**config.mk**
```make
export PLATFORM = sky130hd
export DESIGN_NAME = control_fsm
export DESIGN_NICKNAME = d
export VERILOG_FILES = /design/src/rtl/control_fsm_pkg.sv /design/src/rtl/ctrl_opdecode.sv /design/src/rtl/control_fsm.sv
export SDC_FILE = /design/constraint.sdc
export NUM_CORES = 1
export LEC_CHECK = 0
export ABC_AREA = 0
export ABC_CLOCK_PERIOD_IN_PS = 2800
export CORE_MARGIN = 2
export CORE_UTILIZATION = 37
export CTS_CLUSTER_SIZE = 20
export DETAILED_ROUTE_END_ITERATION = 8
export PLACE_DENSITY = 0.81
export SETUP_SLACK_MARGIN = 0.2
export SYNTH_ARGS = -nofsm -noshare
export SYNTH_HDL_FRONTEND = slang
export SYNTH_HIERARCHICAL = 1
export SYNTH_SLANG_ARGS = --single-unit
```
**constraint.sdc**
```tcl
create_clock -name Clk -period 2.8 [get_ports Clk]
set_clock_uncertainty 0.15 [all_clocks]
set_input_delay 0.42 -clock Clk [delete_from_list [all_inputs] [get_ports Clk]]
set_output_delay 0.42 -clock Clk [all_outputs]
set_load 0.1 [all_outputs]
```
**src/rtl/control_fsm_pkg.sv**
```systemverilog
// rtl/control_fsm_pkg.sv - shared opcodes, state encoding, immediate and ALU codes for control_fsm
package control_fsm_pkg;

  // Instruction opcodes, Instr[31:26]
  localparam logic [5:0] OP_RTYPE = 6'b100000;
  localparam logic [5:0] OP_LI    = 6'b111000;
  localparam logic [5:0] OP_LUI   = 6'b111001;
  localparam logic [5:0] OP_ADDI  = 6'b110000;
  localparam logic [5:0] OP_ANDI  = 6'b110010;
  localparam logic [5:0] OP_ORI   = 6'b110011;
  localparam logic [5:0] OP_B     = 6'b111111;
  localparam logic [5:0] OP_BEQ   = 6'b010000;
  localparam logic [5:0] OP_BNE   = 6'b010001;
  localparam logic [5:0] OP_LB    = 6'b000011;
  localparam logic [5:0] OP_LW    = 6'b001111;
  localparam logic [5:0] OP_SB    = 6'b000111;
  localparam logic [5:0] OP_SW    = 6'b011111;

  // Controller states
  typedef enum logic [3:0] {
    S_INIT     = 4'd0,
    S_FETCH    = 4'd1,
    S_DECODE   = 4'd2,
    S_EXEC_R   = 4'd3,
    S_EXEC_I   = 4'd4,
    S_EXEC_BR  = 4'd5,
    S_MEM_ADDR = 4'd6,
    S_MEM_RD   = 4'd7,
    S_MEM_WR   = 4'd8,
    S_WB_ALU   = 4'd9,
    S_WB_MEM   = 4'd10
  } state_t;

  // Immediate extension modes
  localparam logic [1:0] IMM_SEXT      = 2'b00;
  localparam logic [1:0] IMM_ZEXT      = 2'b01;
  localparam logic [1:0] IMM_HI16      = 2'b10;
  localparam logic [1:0] IMM_SEXT_SHL2 = 2'b11;

  // ALU function codes
  localparam logic [3:0] ALU_ADD = 4'b0000;
  localparam logic [3:0] ALU_SUB = 4'b0001;
  localparam logic [3:0] ALU_AND = 4'b0010;
  localparam logic [3:0] ALU_OR  = 4'b0011;

endpackage

```
**src/rtl/ctrl_opdecode.sv**
```systemverilog
// rtl/ctrl_opdecode.sv - combinational opcode classifier and datapath steering decode
module ctrl_opdecode
  import control_fsm_pkg::*;
#(
  parameter logic [3:0] ADD_FUNC = ALU_ADD,
  parameter logic [3:0] SUB_FUNC = ALU_SUB
) (
  input  logic [5:0] opcode,
  input  logic [3:0] func,
  output logic       is_r,
  output logic       is_imm,
  output logic       is_br,
  output logic       is_load,
  output logic       is_store,
  output logic       is_illegal,
  output logic       br_always,
  output logic       br_if_zero,
  output logic       br_if_nonzero,
  output logic       rf_b_sel,
  output logic       alu_bin_sel,
  output logic [1:0] immed_ctrl,
  output logic [3:0] alu_func,
  output logic       rf_wrdata_sel,
  output logic       byte_op
);

  // Classify the opcode and derive steering; unknown opcodes fall to illegal with all-zero steering
  always_comb begin
    is_r          = 1'b0;
    is_imm        = 1'b0;
    is_br         = 1'b0;
    is_load       = 1'b0;
    is_store      = 1'b0;
    is_illegal    = 1'b0;
    br_always     = 1'b0;
    br_if_zero    = 1'b0;
    br_if_nonzero = 1'b0;
    rf_b_sel      = 1'b0;
    alu_bin_sel   = 1'b0;
    immed_ctrl    = IMM_SEXT;
    alu_func      = ADD_FUNC;
    rf_wrdata_sel = 1'b0;
    byte_op       = 1'b0;
    case (opcode)
      OP_RTYPE: begin
        is_r     = 1'b1;
        alu_func = func;
      end
      // li and lui behave as addi; the datapath forces RF_A to zero for them
      OP_LI, OP_ADDI: begin
        is_imm      = 1'b1;
        alu_bin_sel = 1'b1;
      end
      OP_LUI: begin
        is_imm      = 1'b1;
        alu_bin_sel = 1'b1;
        immed_ctrl  = IMM_HI16;
      end
      OP_ANDI: begin
        is_imm      = 1'b1;
        alu_bin_sel = 1'b1;
        immed_ctrl  = IMM_ZEXT;
        alu_func    = ALU_AND;
      end
      OP_ORI: begin
        is_imm      = 1'b1;
        alu_bin_sel = 1'b1;
        immed_ctrl  = IMM_ZEXT;
        alu_func    = ALU_OR;
      end
      OP_B, OP_BEQ, OP_BNE: begin
        is_br         = 1'b1;
        rf_b_sel      = 1'b1;
        immed_ctrl    = IMM_SEXT_SHL2;
        alu_func      = SUB_FUNC;
        br_always     = (opcode == OP_B);
        br_if_zero    = (opcode == OP_BEQ);
        br_if_nonzero = (opcode == OP_BNE);
      end
      OP_LB, OP_LW: begin
        is_load       = 1'b1;
        alu_bin_sel   = 1'b1;
        rf_wrdata_sel = 1'b1;
        byte_op       = (opcode == OP_LB);
      end
      OP_SB, OP_SW: begin
        is_store    = 1'b1;
        alu_bin_sel = 1'b1;
        rf_b_sel    = 1'b1;
        byte_op     = (opcode == OP_SB);
      end
      default: begin
        is_illegal = 1'b1;
      end
    endcase
  end

endmodule

```
**src/rtl/control_fsm.sv**
```systemverilog
// rtl/control_fsm.sv - multi-cycle instruction sequencer driving fetch, decode, ALU and memory controls
module control_fsm
  import control_fsm_pkg::*;
#(
  parameter logic [3:0] ADD_FUNC = 4'b0000,
  parameter logic [3:0] SUB_FUNC = 4'b0001
) (
  input  logic        Clk,
  input  logic        Reset,
  input  logic [31:0] Instr,
  input  logic        ALU_zero,
  output logic        IR_LdEn,
  output logic        PC_LdEn,
  output logic        PC_sel,
  output logic        RF_WrEn,
  output logic        RF_WrData_sel,
  output logic        RF_B_sel,
  output logic [1:0]  Immed_ctrl,
  output logic        ALU_Bin_sel,
  output logic [3:0]  ALU_func,
  output logic        MEM_WrEn,
  output logic        ByteOp
);

  state_t state_q;
  state_t state_d;

  logic       is_r, is_imm, is_br, is_load, is_store, is_illegal;
  logic       br_always, br_if_zero, br_if_nonzero;
  logic       dec_rf_b_sel, dec_alu_bin_sel, dec_rf_wrdata_sel, dec_byte_op;
  logic [1:0] dec_immed_ctrl;
  logic [3:0] dec_alu_func;
  logic       steer_en;
  logic       br_taken;

  // Only the opcode and the R-type function nibble steer control
  logic unused_instr_bits;
  assign unused_instr_bits = ^Instr[25:4];

  ctrl_opdecode #(
    .ADD_FUNC (ADD_FUNC),
    .SUB_FUNC (SUB_FUNC)
  ) u_opdecode (
    .opcode        (Instr[31:26]),
    .func          (Instr[3:0]),
    .is_r          (is_r),
    .is_imm        (is_imm),
    .is_br         (is_br),
    .is_load       (is_load),
    .is_store      (is_store),
    .is_illegal    (is_illegal),
    .br_always     (br_always),
    .br_if_zero    (br_if_zero),
    .br_if_nonzero (br_if_nonzero),
    .rf_b_sel      (dec_rf_b_sel),
    .alu_bin_sel   (dec_alu_bin_sel),
    .immed_ctrl    (dec_immed_ctrl),
    .alu_func      (dec_alu_func),
    .rf_wrdata_sel (dec_rf_wrdata_sel),
    .byte_op       (dec_byte_op)
  );

  assign br_taken = br_always | (br_if_zero & ALU_zero) | (br_if_nonzero & ~ALU_zero);

  // State register; reset abandons any instruction in flight
  always_ff @(posedge Clk) begin
    if (Reset) begin
      state_q <= S_INIT;
    end else begin
      state_q <= state_d;
    end
  end

  // Next-state selection and control outputs from the current state and latched instruction
  always_comb begin
    state_d       = state_q;
    IR_LdEn       = 1'b0;
    PC_LdEn       = 1'b0;
    PC_sel        = 1'b0;
    RF_WrEn       = 1'b0;
    MEM_WrEn      = 1'b0;
    // Instr is only valid from DECODE on, so steering stays quiet in INIT and FETCH
    steer_en      = (state_q != S_INIT) && (state_q != S_FETCH);
    RF_WrData_sel = steer_en & dec_rf_wrdata_sel;
    RF_B_sel      = steer_en & dec_rf_b_sel;
    Immed_ctrl    = steer_en ? dec_immed_ctrl : IMM_SEXT;
    ALU_Bin_sel   = steer_en & dec_alu_bin_sel;
    ALU_func      = steer_en ? dec_alu_func : 4'b0000;
    ByteOp        = steer_en & dec_byte_op;
    case (state_q)
      S_INIT: begin
        state_d = S_FETCH;
      end
      S_FETCH: begin
        IR_LdEn = 1'b1;
        state_d = S_DECODE;
      end
      S_DECODE: begin
        if (is_r) begin
          state_d = S_EXEC_R;
        end else if (is_imm) begin
          state_d = S_EXEC_I;
        end else if (is_br) begin
          state_d = S_EXEC_BR;
        end else if (is_load || is_store) begin
          state_d = S_MEM_ADDR;
        end else begin
          // Illegal opcode retires as a nop: step the PC and refetch
          PC_LdEn = is_illegal;
          state_d = S_FETCH;
        end
      end
      S_EXEC_R, S_EXEC_I: begin
        state_d = S_WB_ALU;
      end
      S_EXEC_BR: begin
        PC_LdEn = 1'b1;
        PC_sel  = br_taken;
        state_d = S_FETCH;
      end
      S_MEM_ADDR: begin
        state_d = is_load ? S_MEM_RD : S_MEM_WR;
      end
      S_MEM_RD: begin
        state_d = S_WB_MEM;
      end
      S_MEM_WR: begin
        MEM_WrEn = 1'b1;
        PC_LdEn  = 1'b1;
        state_d  = S_FETCH;
      end
      S_WB_ALU, S_WB_MEM: begin
        RF_WrEn = 1'b1;
        PC_LdEn = 1'b1;
        state_d = S_FETCH;
      end
      default: begin
        state_d = S_INIT;
      end
    endcase
  end

endmodule

```
==> results of run 1 <==
-- metal layers --
layer	vias to the layer above	global-route usage, %	share of wire, %
met5	-	0	0
met3	7	3.22	5.2
met1	460	22.0	39
met2	31	39.6	53
li1	499	-	-
met4	0	7.89	2.2
-- area by class of cell --
cell class                 count  share of cell area (%)
clock buffer                   3                    1.53
tap                           28                    2.37
sequential                     4                    5.43
timing repair buffer          52                    38.0
multi-input combinational     95                    51.7
inverter                       3                   0.933
-- power breakdown --
part,leakage (nW),switching (mW),internal (mW)
sequential,0.0329,0.0382,0.0671
clock,0.0138,0.0316,0.0485
combinational,0.560,0.231,0.150
-- kinds of logic (layout without fill, tap and decap cells) --
family | after synthesis | in the layout
flops | 4 | 4
compound gates | 28 | 28
xor+xnor | 4 | 4
simple gates | 63 | 63
buf+inv | 14 | 58
-- worst max path at each step --
stage / slack, ns / end / from
final: 0.27 / PC_sel / Instr[31]
after global routing: 0.20 / PC_sel / Instr[31]
after CTS: 0.22 / PC_sel / Instr[28]
after detailed placement: -0.09 / PC_sel / Instr[29]
after global placement: -0.06 / PC_LdEn / Instr[29]
after floorplan: -0.12 / PC_sel / Instr[28]
-- worst max-delay path, delay by kind of cell --
| kind | cells | cell delay, ns |
|---|---|---|
| compound gates | 1 | 0.06 |
| simple gates | 4 | 0.87 |
| buf+inv | 3 | 0.60 |
-- what timing repair did --
item | in CTS | in global routing
gates resized for setup | 11 | 9
pin swaps | 7 | 6
setup endpoints to repair | 9 | 3
cloned | 0 | 0
setup buffers | 2 | 2
hold buffers | 0 | 0
-- synth_stat cells (2+ instances only) --
| cell | n |
|---|---|
| o21a_1 | 2 |
| inv_1 | 2 |
| nor4_1 | 2 |
| nand2_1 | 8 |
| nor3b_1 | 2 |
| and2b_1 | 6 |
| a211oi_1 | 2 |
| buf_4 | 2 |
| a211o_1 | 2 |
| nor2_1 | 6 |
| nand2b_1 | 5 |
| a21boi_0 | 2 |
| nor2b_1 | 8 |
| a21oi_1 | 6 |
| nor3_1 | 6 |
| or3b_1 | 4 |
| dfxtp_1 | 4 |
| nand3_1 | 2 |
| xnor2_1 | 3 |
| buf_2 | 7 |
| nor3_2 | 2 |
| and2_1 | 2 |
==> metrics.md, run 1 <==
| Metric | Value |
|---|---|
| Outcome | finished clean |
| H-tree depth | 1 |
| Final WS setup | 0.267 ns |
| Global route total overflow | 0 |
| Multi-input logic area | 763 µm² |
| Setup TNS | 0 ns |
| # DRC | 0 |
| Worst IR drop on VDD | 0.417 mV |
| Ys Warns | 6 |
| TritonCTS clock tree | done |
| Register Area | 80.1 µm² |
| Synth Area in XOR/XNOR | 4.22% |
| Clock Pin Slew Worst Setup and Hold Paths | 0.04 ns |
| Synth top area share | 9.65% |
| Final Cycle Share | 90.5% |
| Seq/Total Area, Yosys | 9.65% |
| Mean Syn Cell Area | 7.34 µm² |
| Number of fill cells in the layout | 197 |
| R2r startpoint | state_q[1]$_SDFF_PP0_ |
| Cells after Synth | 113 |
| I/O pins | 50 |
| Hold path endpoint | state_q[3]$_SDFF_PP0_ |
| Primary FF master, synth | dfxtp_1 |
| Most common cell after layout, fill and taps aside | buf_4 |
| Die Ht | 51.4 µm |
| Synth top area cells | dfxtp_1, nor2b_1, and2b_1, buf_2, or3b_1 |
| Relative slew slack | 66.7% |
| Worst-path cell chain | clkdlybuf4s15_1, buf_6, or3b_4, nor2_1, nor2b_2, a211oi_2, nor3b_4, buf_12 |
| Row count | 17 |
| Root Buffer Master | clkbuf_4 |
| FF+latch count, synth | 4 |
| Final Slew Violations | 0 |
| Initial Util | 38.2% |
| GRT Overall Usage | 20.5% |
| Fin util | 68.0% |
| Hold path cells | 2 |
| Fin crit period | 2.53 ns |
| Simple-gate area share of the yosys netlist | 49.5% |
| Crit path max fanout | 6 |
| Worst path slowest cell | or3b_4 |
| Drt total wl | 2510 µm |
| CTS max path bufs | 2 |
| Routed vias/inst | 5.39 |
| Biggest register | state_q |
| Number of flip-flops in the largest register | 4 |
| Overall power | 566 µW |
| Yosys cell types | 50 |
| Pleak | 0.606 nW |
| Initial DRC Count | 9 |
| Cell taking the most area after synthesis | dfxtp_1 |
| Num CTS Buffers | 3 |
| Dpl ws | -0.0930 ns |
| Vias in the first global route | 1007 |
| Async set-reset flop share out of synthesis | 0% |
| Mux cell area share after synthesis | 0% |
| Vias post-DR | 997 |
| N_diodes | 0 |
| Die W | 51.4 µm |
| Main combinational cell family by area after synthesis | simple AND/OR/NAND/NOR gates |
| Largest registers | state_q (4) |
| Worst Hold Class | reg -> reg |
| CP Capture Type | primary output |
| Nets@finish | 194 |
| Fin cells | 185 |
| Post-DP HPWL | 1960 µm |
| First-pass GRT wire length | 4200 µm |
| Core area | 2170 µm² |
| MaxCap Viol Count | 0 |
| Routed len/inst | 13.6 µm |
| R2R Setup Slk | 0.97 ns |
| RSZ-0062 raised after global routing | false |
| # clock sinks | 4 |
| Layout cells sized above 1 | 44.6% |
| Pwr Density | 384 nW/µm² |
| Crit path arrival time | 1.96 ns |
| Setup CP Type | in -> out |
| Adder-Cell Fraction of Synth Area | 0% |
| Final hold violation count | 0 |
| Setup violators final | 0 |
| Number of I/O port buffers | 27 |
| Crit path largest cell delay | 0.39 ns |
| Max Clk Rate | 395 MHz |
| Final instance area | 1480 µm² |
| CP Launch Type | input pin |
| Net Count, Synth | 148 |
| Compound-gate portion of the synthesized area | 27.5% |
| Clk_lat worst skew | 0.25 ns |
| Placed Area | 1420 µm² |
| Full die area | 2640 µm² |
| Placer Congestion | 0.876 |
| EDFF count, synth | 0 |
| Final ANT Viol Nets | 0 |
| Dpl cells | 178 |
| Layout area overhead | 77.8% |
| R2r worst-path depth | 3 |
| Initial antenna violation count | 0 |
| Req. time, crit path | 2.23 ns |
| Reg-to-Reg End | state_q[2]$_SDFF_PP0_ |
| Largest net degree at the start of global routing | 14 |
| Hold slack | 0.623 ns |
| Synthesized area | 830 µm² |
| TritonRoute pass-1 iters | 4 |
| Worst Tran Pin Value | 0.500 ns |
| HP Start | state_q[0]$_SDFF_PP0_ |
| Commonest cells after routing, fill and taps aside | buf_4, buf_12, nand2_1 |
(Power assumes the default switching activity.)
==> run 2: changes to the inputs <==
CELL_PAD_IN_SITES_DETAIL_PLACEMENT = 0   (was not set)
CELL_PAD_IN_SITES_GLOBAL_PLACEMENT = 1   (was not set)
CORE_UTILIZATION = 25   (was 37)
==> metrics.md, run 2 (synthesis results as in run 1) <==
| Metric | Value |
|---|---|
| Worst path bufs/invs | 3 |
| Commonest cells after routing, fill and taps aside | buf_4, buf_12, nand2_1 |
| Core area | 3100 µm² |
| Post-DP HPWL | 1890 µm |
| Initial DRC Count | 100 |
| R2R Setup Slk | 0.99 ns |
| Setup CP Type | in -> out |
| Dpl ws | -0.102 ns |
| Req. time, crit path | 2.23 ns |
| Gate power share | 68.1% |
| H-tree depth | 1 |
| Vias post-DR | 992 |
| Most common cell after layout, fill and taps aside | buf_4 |
| Layout area overhead | 80.8% |
| I/O pins | 50 |
| CP Launch Type | input pin |
| Final ANT Viol Nets | 0 |
| Global route total overflow | 0 |
| Full die area | 3800 µm² |
| # DRC | 0 |
| Pleak | 0.611 nW |
| Clock Pin Slew Worst Setup and Hold Paths | 0.04 ns |
| Int Power | 265 µW |
| Final Slew Violations | 0 |
| N_diodes | 0 |
| Crit path arrival time | 1.93 ns |
| Sequential share of power | 19.0% |
| Placer Congestion | 0.776 |
| Pwr Density | 371 nW/µm² |
| Final hold violation count | 0 |
| Vias in the first global route | 990 |
| Die W | 61.6 µm |
| Crit path largest cell delay | 0.40 ns |
| R2r startpoint | state_q[1]$_SDFF_PP0_ |
| GRT Overall Usage | 14.6% |
| # clock sinks | 4 |
| Clk_lat worst skew | 0.24 ns |
| R2r worst-path depth | 3 |
| Drt total wl | 2330 µm |
| First-pass GRT wire length | 4240 µm |
| Max Clk Rate | 399 MHz |
| Initial Util | 26.7% |
| TritonCTS clock tree | done |
| MaxCap Viol Count | 0 |
| Worst path slowest cell | or3b_4 |
| Worst Hold Class | reg -> reg |
| Switching Fraction | 52.3% |
| Num CTS Buffers | 3 |
| Hold path cells | 2 |
| Layout cells sized above 1 | 44.3% |
| CTS max path bufs | 2 |
| Largest registers | state_q (4) |
| Nets@finish | 195 |
| Reg-to-Reg End | state_q[2]$_SDFF_PP0_ |
| Biggest register | state_q |
| HP Start | state_q[0]$_SDFF_PP0_ |
| Placed Area | 1450 µm² |
| Final instance area | 1500 µm² |
| TritonRoute pass-1 iters | 4 |
| CP top delay family | simple AND/OR/NAND/NOR gates |
| Number of flip-flops in the largest register | 4 |
| Relative slew slack | 67.2% |
| Root Buffer Master | clkbuf_4 |
| Worst-path cell chain | dlygate4sd2_1, buf_6, or3b_4, nor2_1, nor2b_2, a211oi_2, nor3b_4, buf_12 |
| Clock share of power | 12.9% |
| CP Capture Type | primary output |
| Fin crit period | 2.50 ns |
| Initial antenna violation count | 0 |
| Final WS setup | 0.295 ns |
| Worst Tran Pin Value | 0.491 ns |
| RSZ-0062 raised after global routing | false |
| Row count | 20 |
| Switch Pwr | 291 µW |
| Hold path endpoint | state_q[3]$_SDFF_PP0_ |
| Number of I/O port buffers | 27 |
| Worst IR drop on VDD | 0.139 mV |
| Routed len/inst | 11.6 µm |
| Final Cycle Share | 89.5% |
| Setup violators final | 0 |
| Largest net degree at the start of global routing | 14 |
| Crit path max fanout | 8 |
| Die Ht | 61.6 µm |
| Routed vias/inst | 4.91 |
| Outcome | finished clean |
==> run 2: cell count changes in the layout (fill, tap and decap cells not counted), sizes merged <==
cell and change:
clkbuf +1
==> run 2: repair_timing <==
action | CTS | global route
pin swaps | 7 | 5
endpoints found under the hold margin | 0 | 0
hold buffers | 0 | 0
setup buffers | 1 | 2
gates cloned | 0 | 0
setup endpoints to repair | 9 | 4
gates resized for setup | 11 | 7
==> run 2: layout make-up <==
cell class | instances | area [µm²]
multi-input combinational | 95 | 761
timing repair buffer | 53 | 568
fill | 335 | 1600
inverter | 3 | 13.8
tap | 44 | 55.1
sequential | 4 | 80.1
clock buffer | 3 | 22.5
==> run 2: power by group through the flow <==
stage / logic (mW) / clock network [mW] / registers (mW)
finish: 0.379 / 0.0719 / 0.105
global route: 0.402 / 0.0798 / 0.108
CTS: 0.381 / 0.0734 / 0.105
detailed placement: 0.380 / 0 / 0.106
global placement: 0.373 / 0 / 0.105
floorplan: 0.294 / 0 / 0.0768
==> run 2: worst max-delay path by stage <==
stage	cells past startpoint	from	end
detailed placement	8	Instr[28]	PC_sel
CTS	8	Instr[29]	PC_sel
finish	8	Instr[31]	PC_sel
global placement	8	Instr[28]	PC_sel
floorplan	7	Instr[28]	PC_sel
global route	8	Instr[26]	PC_LdEn
==> run 2: per-stage QoR <==
| stage | total power [mW] | TNS [ns] | std cells | hold slack, ns | util [%] |
|---|---|---|---|---|---|
| after floorplan | 0.371 | -0.120 | 113 | 0.336 | - |
| after global placement | 0.478 | -0.159 | 196 | 0.553 | 46.8 |
| after detailed placement | 0.486 | -0.176 | 196 | 0.571 | 46.8 |
| after CTS | 0.559 | 0 | 200 | 0.582 | 48.1 |
| after global routing | 0.589 | 0 | 202 | 0.613 | 48.3 |
| final | 0.556 | 0 | 202 | 0.580 | 48.3 |
==> run 2: worst min-delay path: stages, from the launching register on <==
cell     delay, ns
dfxtp_1       0.45
a21oi_1       0.19
nor2_1        0.05
==> run 2: layer usage <==
| metal | wire (µm) | vias to the layer above | share of wire (%) | track usage [%] |
|---|---|---|---|---|
| li1 | - | 503 | - | - |
| met1 | 941 | 465 | 40 | 16.8 |
| met2 | 1260 | 20 | 54 | 26.9 |
| met3 | 95 | 4 | 4.1 | 2.10 |
| met4 | 38 | 0 | 1.6 | 5.47 |
| met5 | 0 | - | 0 | 0 |
==> run 3: changes to the inputs <==
PLACE_DENSITY = not set   (was 0.81)
PLACE_DENSITY_LB_ADDON = 0.1   (was not set)
==> metrics.md, run 3 (synthesis results as in run 1) <==
| Metric | Value |
|---|---|
| Root Buffer Master | clkbuf_4 |
| Post-DP HPWL | 1920 µm |
| Register Area | 80.1 µm² |
| TritonRoute pass-1 iters | 3 |
| N_diodes | 0 |
| Clock Pin Slew Worst Setup and Hold Paths | 0.04 ns |
| CP Capture Type | primary output |
| Biggest register | state_q |
| Num CTS Buffers | 3 |
| MaxCap Viol Count | 0 |
| R2r startpoint | state_q[1]$_SDFF_PP0_ |
| Full die area | 3800 µm² |
| Reg-to-Reg End | state_q[2]$_SDFF_PP0_ |
| Largest registers | state_q (4) |
| Setup violators final | 0 |
| Final Cycle Share | 89.9% |
| Routed len/inst | 11.8 µm |
| Crit path max fanout | 5 |
| CTS max path bufs | 2 |
| I/O pins | 50 |
| Dpl ws | -0.0945 ns |
| Crit path arrival time | 1.95 ns |
| Global route total overflow | 0 |
| Max Clk Rate | 397 MHz |
| Fin cells | 203 |
| Pleak | 0.625 nW |
| Die Ht | 61.6 µm |
| Outcome | finished clean |
| Most common cell after layout, fill and taps aside | buf_4 |
| Initial antenna violation count | 0 |
| Routed vias/inst | 4.81 |
| Hold slack | 0.591 ns |
| Crit path from | Instr[31] |
| RSZ-0062 raised after global routing | false |
| Core area | 3100 µm² |
| Hold path endpoint | state_q[3]$_SDFF_PP0_ |
| Hold path cells | 2 |
| Placer Congestion | 0.820 |
| Dpl cells | 197 |
| Req. time, crit path | 2.23 ns |
| Vias post-DR | 977 |
| Pwr Density | 364 nW/µm² |
| TritonCTS clock tree | done |
| Vias in the first global route | 896 |
| Number of fill cells in the layout | 345 |
| Drt total wl | 2390 µm |
| Worst Hold Class | reg -> reg |
| Initial DRC Count | 64 |
| Row count | 20 |
| Setup TNS | 0 ns |
| Placed Area | 1460 µm² |
| # DRC | 0 |
| Initial Util | 26.7% |
| Number of I/O port buffers | 27 |
| Final ANT Viol Nets | 0 |
| Relative slew slack | 65.4% |
| Layout cells sized above 1 | 45.9% |
| Worst IR drop on VDD | 0.148 mV |
| Final WS setup | 0.284 ns |
| Largest net degree at the start of global routing | 14 |
| R2R Setup Slk | 0.92 ns |
| First-pass GRT wire length | 3840 µm |
| Die W | 61.6 µm |
| HP Start | state_q[0]$_SDFF_PP0_ |
| Final instance area | 1540 µm² |
| R2r worst-path depth | 3 |
| Setup CP Type | in -> out |
| # clock sinks | 4 |
| GRT Overall Usage | 13.3% |
| Worst Tran Pin Value | 0.518 ns |
| H-tree depth | 1 |
| Final hold violation count | 0 |
| Post-CTS Hold Fix Bufs | 0 |
| Number of flip-flops in the largest register | 4 |
| Clk_lat worst skew | 0.23 ns |
| Layout area overhead | 85.1% |
| CP Launch Type | input pin |
| Commonest cells after routing, fill and taps aside | buf_4, buf_12, nand2_1 |
| Final Slew Violations | 0 |
| Fin crit period | 2.52 ns |
| Multi-input logic area | 785 µm² |
| Nets@finish | 196 |
[run 3: cell count changes in the layout (fill, tap and decap cells not counted)]
| cell | delta |
|---|---|
| nor2_1 | -1 |
| nor2b_4 | +1 |
| a211oi_2 | -1 |
| a21oi_1 | -1 |
| a21oi_2 | +1 |
| nand2_4 | +1 |
| buf_6 | +1 |
| nor2_2 | +1 |
| nand2_2 | -1 |
| nor2b_2 | -1 |
| a211oi_4 | +1 |
[run 3: power breakdown]
group	internal, mW	total [mW]	switching, mW
clock network	0.0480	0.0721	0.0242
registers	0.0672	0.107	0.0401
logic	0.152	0.380	0.228
total	0.267	0.559	0.292
[run 3: worst max-delay path by stage]
stage                             to  slack [ns]  cells past startpoint
6_report                      PC_sel        0.28                      8
5_1_grt                  ALU_func[0]        0.21                      8
4_1_cts                      PC_LdEn        0.20                      9
3_5_place_dp   state_q[2]$_SDFF_PP0_       -0.09                      8
3_3_place_gp                 PC_LdEn       -0.03                      9
2_1_floorplan                 PC_sel       -0.12                      7
[run 3: final cells by class]
type	count	share of cell area, %
multi-input cells	95	51.1
flip-flops and latches	4	5.22
clock buffers	3	1.47
repair buffers	54	37.7
well taps	44	3.59
inverters	3	0.896
[run 3: critical path, cell delays in order]
cell	delay (ns)
dlygate4sd2_1	0.26
buf_6	0.13
or3b_4	0.38
nor2_2	0.11
nor2b_4	0.16
a211oi_4	0.05
nor3b_4	0.24
buf_12	0.20
[run 3: through the flow]
step	util (%)	total power, mW
after CTS	48.4	0.562
final	49.5	0.559
after floorplan	-	0.371
after global routing	49.5	0.590
after detailed placement	47.0	0.486
after global placement	47.0	0.481
[run 3: repair_timing]
item,4_1_cts,5_1_grt
hold endpoints to repair,0,0
pin swaps,6,7
setup endpoints to repair,10,5
resized for setup,12,12
buffers inserted,0,3
[run 3: layer usage]
layer	up-vias	GRT usage (%)	wire length, µm
met2	9	24.4	1320
met3	2	0	43
li1	502	-	-
met1	464	15.9	1010
met5	-	0	0
met4	0	6.38	17
